**config.mk**
```make
export PLATFORM = sky130hd
export DESIGN_NAME = irq_dispatch
export DESIGN_NICKNAME = d
export VERILOG_FILES = /design/src/rtl/irq_dispatch.sv
export SDC_FILE = /design/constraint.sdc
export NUM_CORES = 1
export LEC_CHECK = 0
export BUFFER_PORTS_ARGS = -buffer_cell sky130_fd_sc_hd__buf_2
export CORE_MARGIN = 4
export CORE_UTILIZATION = 50
export DETAILED_ROUTE_END_ITERATION = 10
export PLACE_DENSITY = 0.79
export SETUP_SLACK_MARGIN = 0.5
export SYNTH_ARGS = -nofsm -noshare
export SYNTH_HDL_FRONTEND = slang
export SYNTH_SLANG_ARGS = --single-unit
```
**constraint.sdc**
```tcl
create_clock -name clk -period 5 [get_ports clk]
set_input_delay 0 -clock clk [delete_from_list [all_inputs] [get_ports clk]]
set_output_delay 0 -clock clk [all_outputs]
set_load 0.02 [all_outputs]
```
**src/rtl/irq_dispatch.sv**
```systemverilog
// irq_dispatch
//
// Interrupt dispatch sequencer between the interrupt controller and the CPU.
// It picks the best request (pending NMI first, then the highest unmasked
// maskable level) and raises cpu_irq_req. When the CPU takes the request at
// an instruction boundary, it acknowledges the controller for ACK_CYCLES
// cycles (no acknowledge for NMI). It then latches the vector byte and gives
// the CPU a one-cycle vector_valid pulse. A short guard period follows before
// new requests are evaluated. If a maskable request disappears during the
// acknowledge, a one-cycle spurious pulse replaces the vector delivery.
//
// Parameters
//   ACK_CYCLES    cycles irq_iack is held before the vector is latched (>= 1)
//   GUARD_CYCLES  cycles after delivery before new requests count (>= 1)
//   NMI_VECTOR    vector byte delivered for NMI
//
// Ports
//   clk           system clock, all logic on the rising edge
//   reset         synchronous active-high reset
//   cpu_irq       one-hot-ish priority request from controller, bits 3..1
//   nmi           NMI level, rising edge sets NMI pending
//   irq_vector    vector byte from controller, valid while irq_iack is high
//   cpu_imask     CPU mask level; maskable level L accepted only if L > mask
//   cpu_boundary  CPU is at an instruction boundary this cycle
//   cpu_irq_take  CPU accepts the pending request (needs cpu_boundary)
//   cpu_irq_req   interrupt request to CPU
//   irq_iack      acknowledge to interrupt controller
//   vector_valid  one-cycle pulse, vector_addr/vector_level valid
//   vector_addr   delivered vector byte, held until next delivery
//   vector_level  mask level the CPU loads on entry (3 for NMI)
//   spurious      one-cycle pulse, maskable request vanished during ack
//   busy          sequencer is in any state other than IDLE

module irq_dispatch #(
  parameter int         ACK_CYCLES   = 2,
  parameter int         GUARD_CYCLES = 1,
  parameter logic [7:0] NMI_VECTOR   = 8'h02
) (
  input  logic       clk,
  input  logic       reset,
  input  logic [3:0] cpu_irq,
  input  logic       nmi,
  input  logic [7:0] irq_vector,
  input  logic [1:0] cpu_imask,
  input  logic       cpu_boundary,
  input  logic       cpu_irq_take,
  output logic       cpu_irq_req,
  output logic       irq_iack,
  output logic       vector_valid,
  output logic [7:0] vector_addr,
  output logic [1:0] vector_level,
  output logic       spurious,
  output logic       busy
);

  // The counter is shared by the acknowledge and the guard phases.
  localparam int MAX_CYCLES = (ACK_CYCLES > GUARD_CYCLES) ? ACK_CYCLES : GUARD_CYCLES;
  localparam int CNT_W      = $clog2(MAX_CYCLES + 1);

  localparam logic [CNT_W-1:0] ACK_LOAD   = CNT_W'(ACK_CYCLES);
  localparam logic [CNT_W-1:0] GUARD_LOAD = CNT_W'(GUARD_CYCLES);
  localparam logic [CNT_W-1:0] CNT_ONE    = CNT_W'(1);

  typedef enum logic [2:0] {
    IDLE,
    REQ,
    ACK,
    VEC,
    GUARD
  } state_t;

  state_t           state, state_n;
  logic [CNT_W-1:0] cnt, cnt_n;
  logic             src_nmi, src_nmi_n;
  logic [1:0]       lvl, lvl_n;

  logic             nmi_q;
  logic             nmi_pend;
  logic             take_nmi;

  logic             cand_valid;
  logic             cand_nmi;
  logic [1:0]       cand_level;
  logic [1:0]       mask_level;

  logic             iack_n;
  logic             vv_n;
  logic             spur_n;
  logic [7:0]       addr_n;
  logic [1:0]       vlevel_n;

  // Candidate selection, re-evaluated every cycle. A pending NMI beats any
  // maskable request and ignores the mask. For maskable requests only the
  // highest set level matters: if it is masked, every lower one is as well.
  always_comb begin
    mask_level = 2'd0;
    if (cpu_irq[3])
      mask_level = 2'd3;
    else if (cpu_irq[2])
      mask_level = 2'd2;
    else if (cpu_irq[1])
      mask_level = 2'd1;

    cand_valid = 1'b0;
    cand_nmi   = 1'b0;
    cand_level = 2'd0;
    if (nmi_pend) begin
      cand_valid = 1'b1;
      cand_nmi   = 1'b1;
      cand_level = 2'd3;
    end else if ((mask_level != 2'd0) && (mask_level > cpu_imask)) begin
      cand_valid = 1'b1;
      cand_level = mask_level;
    end
  end

  // NMI edge detector. nmi_q resets high so an NMI line already high when
  // reset is released does not count as an edge. The edge can arrive in any
  // state. Only taking the NMI clears the pending flag. A second edge while
  // the flag is pending merges into it.
  always_ff @(posedge clk) begin
    if (reset) begin
      nmi_q    <= 1'b1;
      nmi_pend <= 1'b0;
    end else begin
      nmi_q <= nmi;
      if (nmi && !nmi_q)
        nmi_pend <= 1'b1;
      else if (take_nmi)
        nmi_pend <= 1'b0;
    end
  end

  // Next-state logic. Every output is registered, so the values computed
  // here are the ones visible in the cycle after the transition.
  always_comb begin
    state_n   = state;
    cnt_n     = cnt;
    src_nmi_n = src_nmi;
    lvl_n     = lvl;
    take_nmi  = 1'b0;
    spur_n    = 1'b0;
    addr_n    = vector_addr;
    vlevel_n  = vector_level;

    case (state)
      IDLE: begin
        if (cand_valid)
          state_n = REQ;
      end

      // A withdrawn request wins over a take in the same cycle, so the
      // sequencer never latches a source that no longer exists.
      REQ: begin
        if (!cand_valid) begin
          state_n = IDLE;
        end else if (cpu_irq_take && cpu_boundary) begin
          src_nmi_n = cand_nmi;
          lvl_n     = cand_level;
          take_nmi  = cand_nmi;
          cnt_n     = ACK_LOAD;
          state_n   = ACK;
        end
      end

      // A count of one marks the last acknowledge cycle. In that cycle the
      // controller's vector byte is still valid, and the request line is
      // checked again to detect a spurious interrupt.
      ACK: begin
        cnt_n = cnt - CNT_ONE;
        if (cnt <= CNT_ONE) begin
          if (src_nmi) begin
            addr_n   = NMI_VECTOR;
            vlevel_n = lvl;
            state_n  = VEC;
          end else if (cpu_irq[lvl]) begin
            addr_n   = irq_vector;
            vlevel_n = lvl;
            state_n  = VEC;
          end else begin
            spur_n  = 1'b1;
            cnt_n   = GUARD_LOAD;
            state_n = GUARD;
          end
        end
      end

      VEC: begin
        cnt_n   = GUARD_LOAD;
        state_n = GUARD;
      end

      GUARD: begin
        cnt_n = cnt - CNT_ONE;
        if (cnt <= CNT_ONE)
          state_n = IDLE;
      end

      default: begin
        state_n = IDLE;
      end
    endcase

    iack_n = (state_n == ACK) && !src_nmi_n;
    vv_n   = (state_n == VEC);
  end

  // State and datapath registers. The output registers are decoded from
  // the next state, so the output timing matches the state transitions.
  always_ff @(posedge clk) begin
    if (reset) begin
      state        <= IDLE;
      cnt          <= '0;
      src_nmi      <= 1'b0;
      lvl          <= 2'd0;
      cpu_irq_req  <= 1'b0;
      irq_iack     <= 1'b0;
      vector_valid <= 1'b0;
      vector_addr  <= 8'h00;
      vector_level <= 2'd0;
      spurious     <= 1'b0;
      busy         <= 1'b0;
    end else begin
      state        <= state_n;
      cnt          <= cnt_n;
      src_nmi      <= src_nmi_n;
      lvl          <= lvl_n;
      cpu_irq_req  <= (state_n == REQ);
      irq_iack     <= iack_n;
      vector_valid <= vv_n;
      vector_addr  <= addr_n;
      vector_level <= vlevel_n;
      spurious     <= spur_n;
      busy         <= (state_n != IDLE);
    end
  end

endmodule

```
==> flow_summary.ini, run 1 <==
[run_status]
status = completed

[timing]
hold_ws_ps = 79.2
slew_headroom_pct = 42.3
finalCritPeriodShare_pct = 40.5
setup_tns_ps = 0
setup_viol = 0
fmax_mhz = 494
fin_worst_skew_ps = 3.85
rsz0062_at_grt = false
min_period_ps = 2020
maxSlewViolCount = 0
hold_viol_final = 0
worst_pin_slew_ps = 865

[hold_path]
hp-class = in -> reg
hold_end = nmi_pend
hp-start = reset
whs_path_depth = 2

[cts]
post_cts_buffers = 0
cts_sinks = 25
cts_buffers = 3
clk_latency_ps = 310
htreeDepth = 1
clockBufferDepth = 2
cts_tree = done
path_clk_slew_ps = 130
cts_hold_buf = 9
cts_root_buf = clkbuf_4
cts_resized = 0

[synth]
synthCells = 143
synth_edf_count = 0
synth_ff_type = dfxtp_1
synthesis.nets = 165
synth_area_um2 = 1260
ys_seq_area_share_pct = 39.6
post_synth.cell_area_avg_um2 = 8.83
yosysUniqueCellTypes = 43
synth-seq-cells = 25
async_flop_share_pct = 0
yosysWarnings = 0

[critical_path]
r2r-end = cnt[1]
worstPathRequired_ps = 5230
regToRegSetupSlack_ps = 2980
critPathMaxStageDelay_ps = 660
critPathKind = reg -> reg
r2r_start = state[1]
cp.depth = 4
arrival_ps = 2250
reg2reg_depth = 4
crit_buf_inv = 0
cp-end-kind = flop
cp_top_family = compound AO/OA/AOI/OAI gates
start_kind = flop
path_cells = or3b_4, a221oi_2, nand3_1, a221oi_1
worstPathMaxFanout = 12
slowest_stage = a221oi_2

[grt]
busiest_layer = met2
grt_pass1_vias = 1212
grt_util_met2_pct = 34.7
grt_max_degree = 21
grt_use_met1_pct = 25.6
grt.overflow.total = 0
grtUsageTotal_pct = 20.8
grt_use_met3_pct = 5.35
grt_pass1_wl_mm = 5.57
antenna_found_initial = 0

[finish]
area_growth_pct = 20.9
drive_gt1_share_pct = 25.7
fin_nets = 206
antenna_cells = 0
fillerInstances = 210

[route]
vias = 1285
ant_nets = 0
drt_iter0_drc = 49
dr.pass1.iters = 4
drc = 0
drt-wirelength-per-cell_um = 15.7
routed_wl_mm = 3.31
routed_via_density = 6.09

[run]
drv_cap = 0

[floorplanning]
ios = 34
initial_core_util_pct = 55.0
die_w_um = 58.3
die_y_um = 58.3
core_area_um2 = 2300
rows = 17
dieArea_um2 = 3390

[place]
place_congestion = 0.820
dp_hpwl_mm = 2.29
io_buffers = 33

[power]
p_per_area_nw_per_um2 = 240
ir_drop_mv = 0.226
power.leakage_nw = 0.652
## cell usage in the layout, fill, tap and decap left out, types with 2 or more instances in the layout
cell            n
buf_2          33
clkbuf_4        3
inv_1           8
or3_1           2
nand3_1         5
nand2_1         3
o311a_1         2
nand4_1         7
nor3_1          4
a21oi_1        17
nor4_1          2
nor2_1          7
and3_1          2
ha_1            3
nor2b_1         4
mux2i_1         2
dlygate4sd3_1   9
or2_2           3
a22o_2          2
o31ai_1         4
and2_1          2
nand2b_1        2
dfxtp_1        25
a211oi_1        2
o21ai_0        12
## cell families (layout without fill, tap and decap cells)
family,count (synthesis),count (layout),share of synthesized area (%)
buf+inv,14,54,6.54
fa+ha+maj,3,3,2.97
flops,25,25,39.6
simple gates,47,47,21.2
mux,3,3,2.48
compound gates,51,51,27.2
## routing by layer
metal | part of all wire (%) | vias to the layer above
met5 | 0 | -
met4 | 2.1 | 0
met3 | 6.4 | 8
met2 | 51 | 44
met1 | 41 | 618
li1 | - | 615
## how the worst max path moves through the flow
stage / startpoint / end / slack (ps)
3_3_place_gp: state[0] / cnt[1] / 3130
3_5_place_dp: state[1] / cnt[1] / 3050
2_1_floorplan: cnt[1] / busy / 3370
6_report: state[1] / cnt[1] / 2980
5_1_grt: state[1] / cnt[1] / 2810
4_1_cts: state[1] / cnt[1] / 3030
## Yosys cell counts (4+ instances only)
cell type,n,area (µm²)
o31ai_1,4,30.0
o21ai_0,12,60.1
nor3_1,4,20.0
nand3_1,5,25.0
nor2b_1,4,25.0
inv_1,8,30.0
nand4_1,7,43.8
dfxtp_1,25,500
nor2_1,7,26.3
a21oi_1,17,85.1
## registers in the layout, summed over array words and instances, names as in the netlist
register / count
cnt: 2
src_nmi: 1
vector_level: 2
vector_addr: 8
busy: 1
vector_valid: 1
spurious: 1
cpu_irq_req: 1
nmi_q: 1
state: 3
nmi_pend: 1
irq_iack: 1
lvl: 2
## power by group
| group | switching, mW | total (mW) | internal, mW |
|---|---|---|---|
| Clock | 0.0573 | 0.0885 | 0.0312 |
| Combinational | 0.0373 | 0.0664 | 0.0291 |
| Sequential | 0.00551 | 0.211 | 0.206 |
| Total | 0.100 | 0.366 | 0.266 |
## metrics by stage
step | power (mW) | utilization (%) | area, µm² | instances | setup slack, ps
2_1_floorplan | 0.259 | - | 1260 | 143 | 3370
3_3_place_gp | 0.274 | 61.4 | 1410 | 198 | 3130
3_5_place_dp | 0.275 | 61.4 | 1410 | 198 | 3050
4_1_cts | 0.367 | 66.4 | 1530 | 211 | 3030
5_1_grt | 0.387 | 66.4 | 1530 | 211 | 2810
6_report | 0.366 | 66.4 | 1530 | 211 | 2980
## layout make-up
cell class | instances | area [µm²] | area share [%]
sequential | 25 | 500 | 32.8
timing repair buffer | 42 | 255 | 16.7
tap | 28 | 35.0 | 2.30
inverter | 8 | 30.0 | 1.97
multi-input combinational | 104 | 679 | 44.5
clock buffer | 4 | 26.3 | 1.72
Power figures use the tool's default switching activity.
==> run 2: changes to the inputs <==
--- a/config.mk
+++ b/config.mk
@@ -7,9 +7,9 @@
 export LEC_CHECK = 0
 export BUFFER_PORTS_ARGS = -buffer_cell sky130_fd_sc_hd__buf_2
 export CORE_MARGIN = 4
-export CORE_UTILIZATION = 50
+export CORE_UTILIZATION = 46
 export DETAILED_ROUTE_END_ITERATION = 10
-export PLACE_DENSITY = 0.79
+export PLACE_DENSITY = 0.76
 export SETUP_SLACK_MARGIN = 0.5
 export SYNTH_ARGS = -nofsm -noshare
 export SYNTH_HDL_FRONTEND = slang
==> constraint.sdc (replaced) <==
create_clock -name clk -period 1.7 [get_ports clk]
set_input_delay 0 -clock clk [delete_from_list [all_inputs] [get_ports clk]]
set_output_delay 0 -clock clk [all_outputs]
set_load 0.02 [all_outputs]
==> run 2 against run 1 <==
Compared with the run above:
- core utilization increased by 9.4 points
- maximum frequency is 28% higher
- flip-flop and latch count is the same
- first-iteration DRC count rose by 45%
- non-clock buffer count increased by 20
- via count is 15% higher
- critical path type unchanged
- largest cell class unchanged
==> flow_summary.ini, run 2 (synthesis gave the netlist of run 1 again) <==
[critical_path]
worstPathMaxFanout = 5
worstPathRequired_ps = 1910
critPathKind = reg -> reg
arrival_ps = 1790
slowest_stage = or3b_4
critPathMaxStageDelay_ps = 420
path_cells = or3b_4, a221o_2, nor4_2, nor3_2
start_kind = flop
cp-end-kind = flop

[floorplanning]
rows = 18
core_area_um2 = 2540
dieArea_um2 = 3650
initial_core_util_pct = 49.6
ios = 34
die_w_um = 60.4
die_y_um = 60.4

[route]
drc = 0
dr.pass1.iters = 5
drt-wirelength-per-cell_um = 18.3
drt_iter0_drc = 71
routed_wl_mm = 4.28
vias = 1472
ant_nets = 0
routed_via_density = 6.29

[power]
power.leakage_nw = 0.794
p_per_area_nw_per_um2 = 629
ir_drop_mv = 0.417

[grt]
grt_pass1_vias = 1373
grtUsageTotal_pct = 22.0
grt_max_degree = 21
grt_pass1_wl_mm = 6.14
antenna_found_initial = 0
grt.overflow.total = 0

[timing]
finalCritPeriodShare_pct = 92.7
setup_viol = 0
slew_headroom_pct = 70.8
fmax_mhz = 634
setup_tns_ps = 0
rsz0062_at_grt = true
worst_pin_slew_ps = 436
hold_viol_final = 0
maxSlewViolCount = 0
fin_worst_skew_ps = 2.93
min_period_ps = 1580
fin_ws_ps = 123

[finish]
largestRegisters = vector_addr (8), state (3)
area_growth_pct = 52.8
fin_nets = 227
mostFrequentLayoutCell = buf_2
top_register = vector_addr
multi_input_area_um2 = 883
final_cell_mix = buf_2 (33), dfxtp_1 (20), a21oi_1 (15)
largest_reg_flops = 8
final_cells = 234
fillerInstances = 169
antenna_cells = 0
regArea_um2 = 509
drive_gt1_share_pct = 49.0

[place]
dp_cells = 208
io_buffers = 33
place_ws_ps = 49.7
dp_hpwl_mm = 2.44
place_congestion = 0.852

[hold_path]
hp-class = in -> reg

[cts]
htreeDepth = 1
cts_sinks = 25
clk_latency_ps = 320
clockBufferDepth = 2
cts_root_buf = clkbuf_4
path_clk_slew_ps = 150
cts_tree = done
cts_buffers = 3

[run]
drv_cap = 0

[run_status]
status = completed
## run 2: routing by layer
layer	share of wire [%]	track usage, %	up-vias
li1	-	-	665
met1	38	25.8	694
met2	52	41.4	95
met3	7.3	2.55	18
met4	3.1	7.28	0
met5	0	0	-
## run 2: final timing paths
check                           slack, ps           start        endpoint  cells past startpoint
worst min register to register        490  vector_addr[5]  vector_addr[5]                      2
worst max-delay path                  120        state[0]  vector_addr[1]                      4
worst min-delay path                   80           reset        nmi_pend                      2
worst max register to register        120        state[0]  vector_addr[1]                      4
## run 2: repair_timing
action | 4_1_cts | 5_1_grt
endpoints found under the hold margin | 9 | 0
gates cloned | 1 | 2
pin swaps | 6 | 20
hold buffers | 9 | 0
setup buffers | 5 | 5
endpoints found under the setup margin | 23 | 22
resized for setup | 25 | 13
## run 2: power breakdown
part	switching (mW)	total, mW	internal [mW]	leakage (nW)
logic	0.166	0.315	0.149	0.574
clock network	0.191	0.281	0.0898	0.0139
registers	0.0134	0.618	0.605	0.205
total	0.370	1.21	0.843	0.794
## run 2: layout make-up
class / count / share of cell area, %
Sequential cell: 25 / 26.4
Tap cell: 30 / 1.95
Clock buffer: 3 / 1.17
Clock inverter: 1 / 0.389
Timing Repair Buffer: 62 / 22.8
Multi-Input combinational cell: 105 / 45.8
Inverter: 8 / 1.56
## run 2: metrics by stage
| stage | hold WS, ps | util (%) | total power, mW | cell area [µm²] |
|---|---|---|---|---|
| 2_1_floorplan | 107 | - | 0.788 | 1350 |
| 3_3_place_gp | 197 | 61.0 | 0.846 | 1550 |
| 3_5_place_dp | 203 | 61.0 | 0.852 | 1550 |
| 4_1_cts | 64.5 | 71.9 | 1.17 | 1830 |
| 5_1_grt | 107 | 75.8 | 1.25 | 1930 |
| 6_report | 82.2 | 75.8 | 1.21 | 1930 |
## run 2: critical path, delay by kind of cell, from the launching register on
family | cells | cell delay [ps]
flops | 1 | 350
compound gates | 1 | 390
simple gates | 3 | 730
==> run 3: changes to the inputs <==
--- a/config.mk
+++ b/config.mk
@@ -9,6 +9,7 @@
 export CORE_MARGIN = 4
 export CORE_UTILIZATION = 46
 export DETAILED_ROUTE_END_ITERATION = 10
+export MAX_ROUTING_LAYER = met4
 export PLACE_DENSITY = 0.76
 export SETUP_SLACK_MARGIN = 0.5
 export SYNTH_ARGS = -nofsm -noshare
==> run 3 against run 2 <==
Compared with the run above:
- worst setup slack got worse by 72 ps
- sequential share of layout area hardly changed
- register-to-register slack worse by 70 ps
- count of clock-buffer cells in the layout is the same
- non-clock buffer count did not move
- die area did not move
- wire length increased by 2.0%
- critical path type unchanged
- clock skew about the same
==> flow_summary.ini, run 3 (synthesis gave the netlist of run 1 again) <==
[place]
io_buffers = 33
place_congestion = 0.865
dp_hpwl_mm = 2.44

[critical_path]
crit_buf_inv = 1
worstPathRequired_ps = 1950
start_kind = flop
cp_top_family = simple AND/OR/NAND/NOR gates
cp-end-kind = flop
critPathMaxStageDelay_ps = 430
path_cells = or3b_4, a221oi_4, buf_6, nand4_1, a21oi_1
slowest_stage = or3b_4
critPathKind = reg -> reg
worstPathMaxFanout = 5
arrival_ps = 1900

[grt]
grtUsageTotal_pct = 22.7
grt_max_degree = 21
grt_pass1_vias = 1371
antenna_found_initial = 0
grt.overflow.total = 0
grt_pass1_wl_mm = 6.15

[power]
ir_drop_mv = 0.437
swShare_pct = 30.9
p_sw_uw = 377
power.leakage_nw = 0.794
power_frac_seq_pct = 50.7
clkPwrFrac_pct = 23.3
p_per_area_nw_per_um2 = 632
p_total_mw = 1.22
internal_power_uw = 846
pwr-share-comb_pct = 26.0

[timing]
slew_headroom_pct = 71.1
worst_pin_slew_ps = 432
fmax_mhz = 607
rsz0062_at_grt = true
finalCritPeriodShare_pct = 97.0
hold_ws_ps = 90.0
setup_viol = 0
fin_worst_skew_ps = 2.58
hold_viol_final = 0
setup_tns_ps = 0
min_period_ps = 1650
maxSlewViolCount = 0

[finish]
fin_nets = 227
fin_util_pct = 76.1
top_register = vector_addr
area_growth_pct = 53.3
drive_gt1_share_pct = 50.5
mostFrequentLayoutCell = buf_2
final_cell_mix = buf_2 (33), dfxtp_1 (18), a21oi_1 (14)
largestRegisters = vector_addr (8), state (3)
largest_reg_flops = 8
antenna_cells = 0

[route]
routed_via_density = 6.14
vias = 1436
drt_iter0_drc = 91
routed_wl_mm = 4.36
drc = 0
drt-wirelength-per-cell_um = 18.6
ant_nets = 0
dr.pass1.iters = 4

[cts]
cts_buffers = 3
cts_tree = done
clockBufferDepth = 2
cts_root_buf = clkbuf_4
htreeDepth = 1
clk_latency_ps = 320
cts_sinks = 25
path_clk_slew_ps = 150

[floorplanning]
core_area_um2 = 2540
die_w_um = 60.4
initial_core_util_pct = 49.6
rows = 18
dieArea_um2 = 3650
ios = 34
die_y_um = 60.4

[hold_path]
hp-class = in -> reg

[run_status]
status = completed

[run]
drv_cap = 0
-- run 3: worst paths after layout --
kind	end	cells after the start	slack, ps	startpoint
worst min register to register	vector_addr[5]	2	490	vector_addr[5]
worst min-delay path	vector_addr[7]	2	90	reset
worst max-delay path	vector_addr[2]	5	50	state[0]
worst max register to register	vector_addr[2]	5	50	state[0]
-- run 3: per-layer routing --
| layer | vias up | share of wire (%) | GRT usage (%) |
|---|---|---|---|
| met3 | 22 | 5.4 | 2.13 |
| met1 | 692 | 39 | 26.0 |
| li1 | 662 | - | - |
| met4 | 0 | 4.9 | 7.28 |
| met2 | 60 | 51 | 41.4 |
| met5 | - | 0 | - |
-- run 3: what timing repair did --
item / in CTS / in global routing
setup endpoints to repair: 23 / 22
setup buffers: 5 / 5
hold endpoints to repair: 9 / 0
cloned: 1 / 2
resized for setup: 25 / 17
hold buffers: 9 / 0
pin swaps: 6 / 23
-- run 3: power groups by stage --
stage / Combinational [mW] / Clock, mW / Sequential, mW
floorplan: 0.150 / 0 / 0.638
global placement: 0.217 / 0 / 0.629
detailed placement: 0.222 / 0 / 0.630
CTS: 0.276 / 0.276 / 0.618
global route: 0.339 / 0.301 / 0.621
finish: 0.318 / 0.285 / 0.619
-- run 3: layout make-up --
class                   count  area, µm²
clock inverters             1       7.51
repair buffers             62        439
fillers                   171        609
multi-input cells         105        887
well taps                  30       37.5
inverters                   8       30.0
clock buffers               3       22.5
flip-flops and latches     25        512
-- run 3: per-stage QoR --
step	worst slack, ps	instances	area, µm²
2_1_floorplan	199	143	1350
3_3_place_gp	72.0	208	1550
3_5_place_dp	49.7	208	1550
4_1_cts	177	227	1830
5_1_grt	16.2	234	1940
6_report	51.3	234	1940
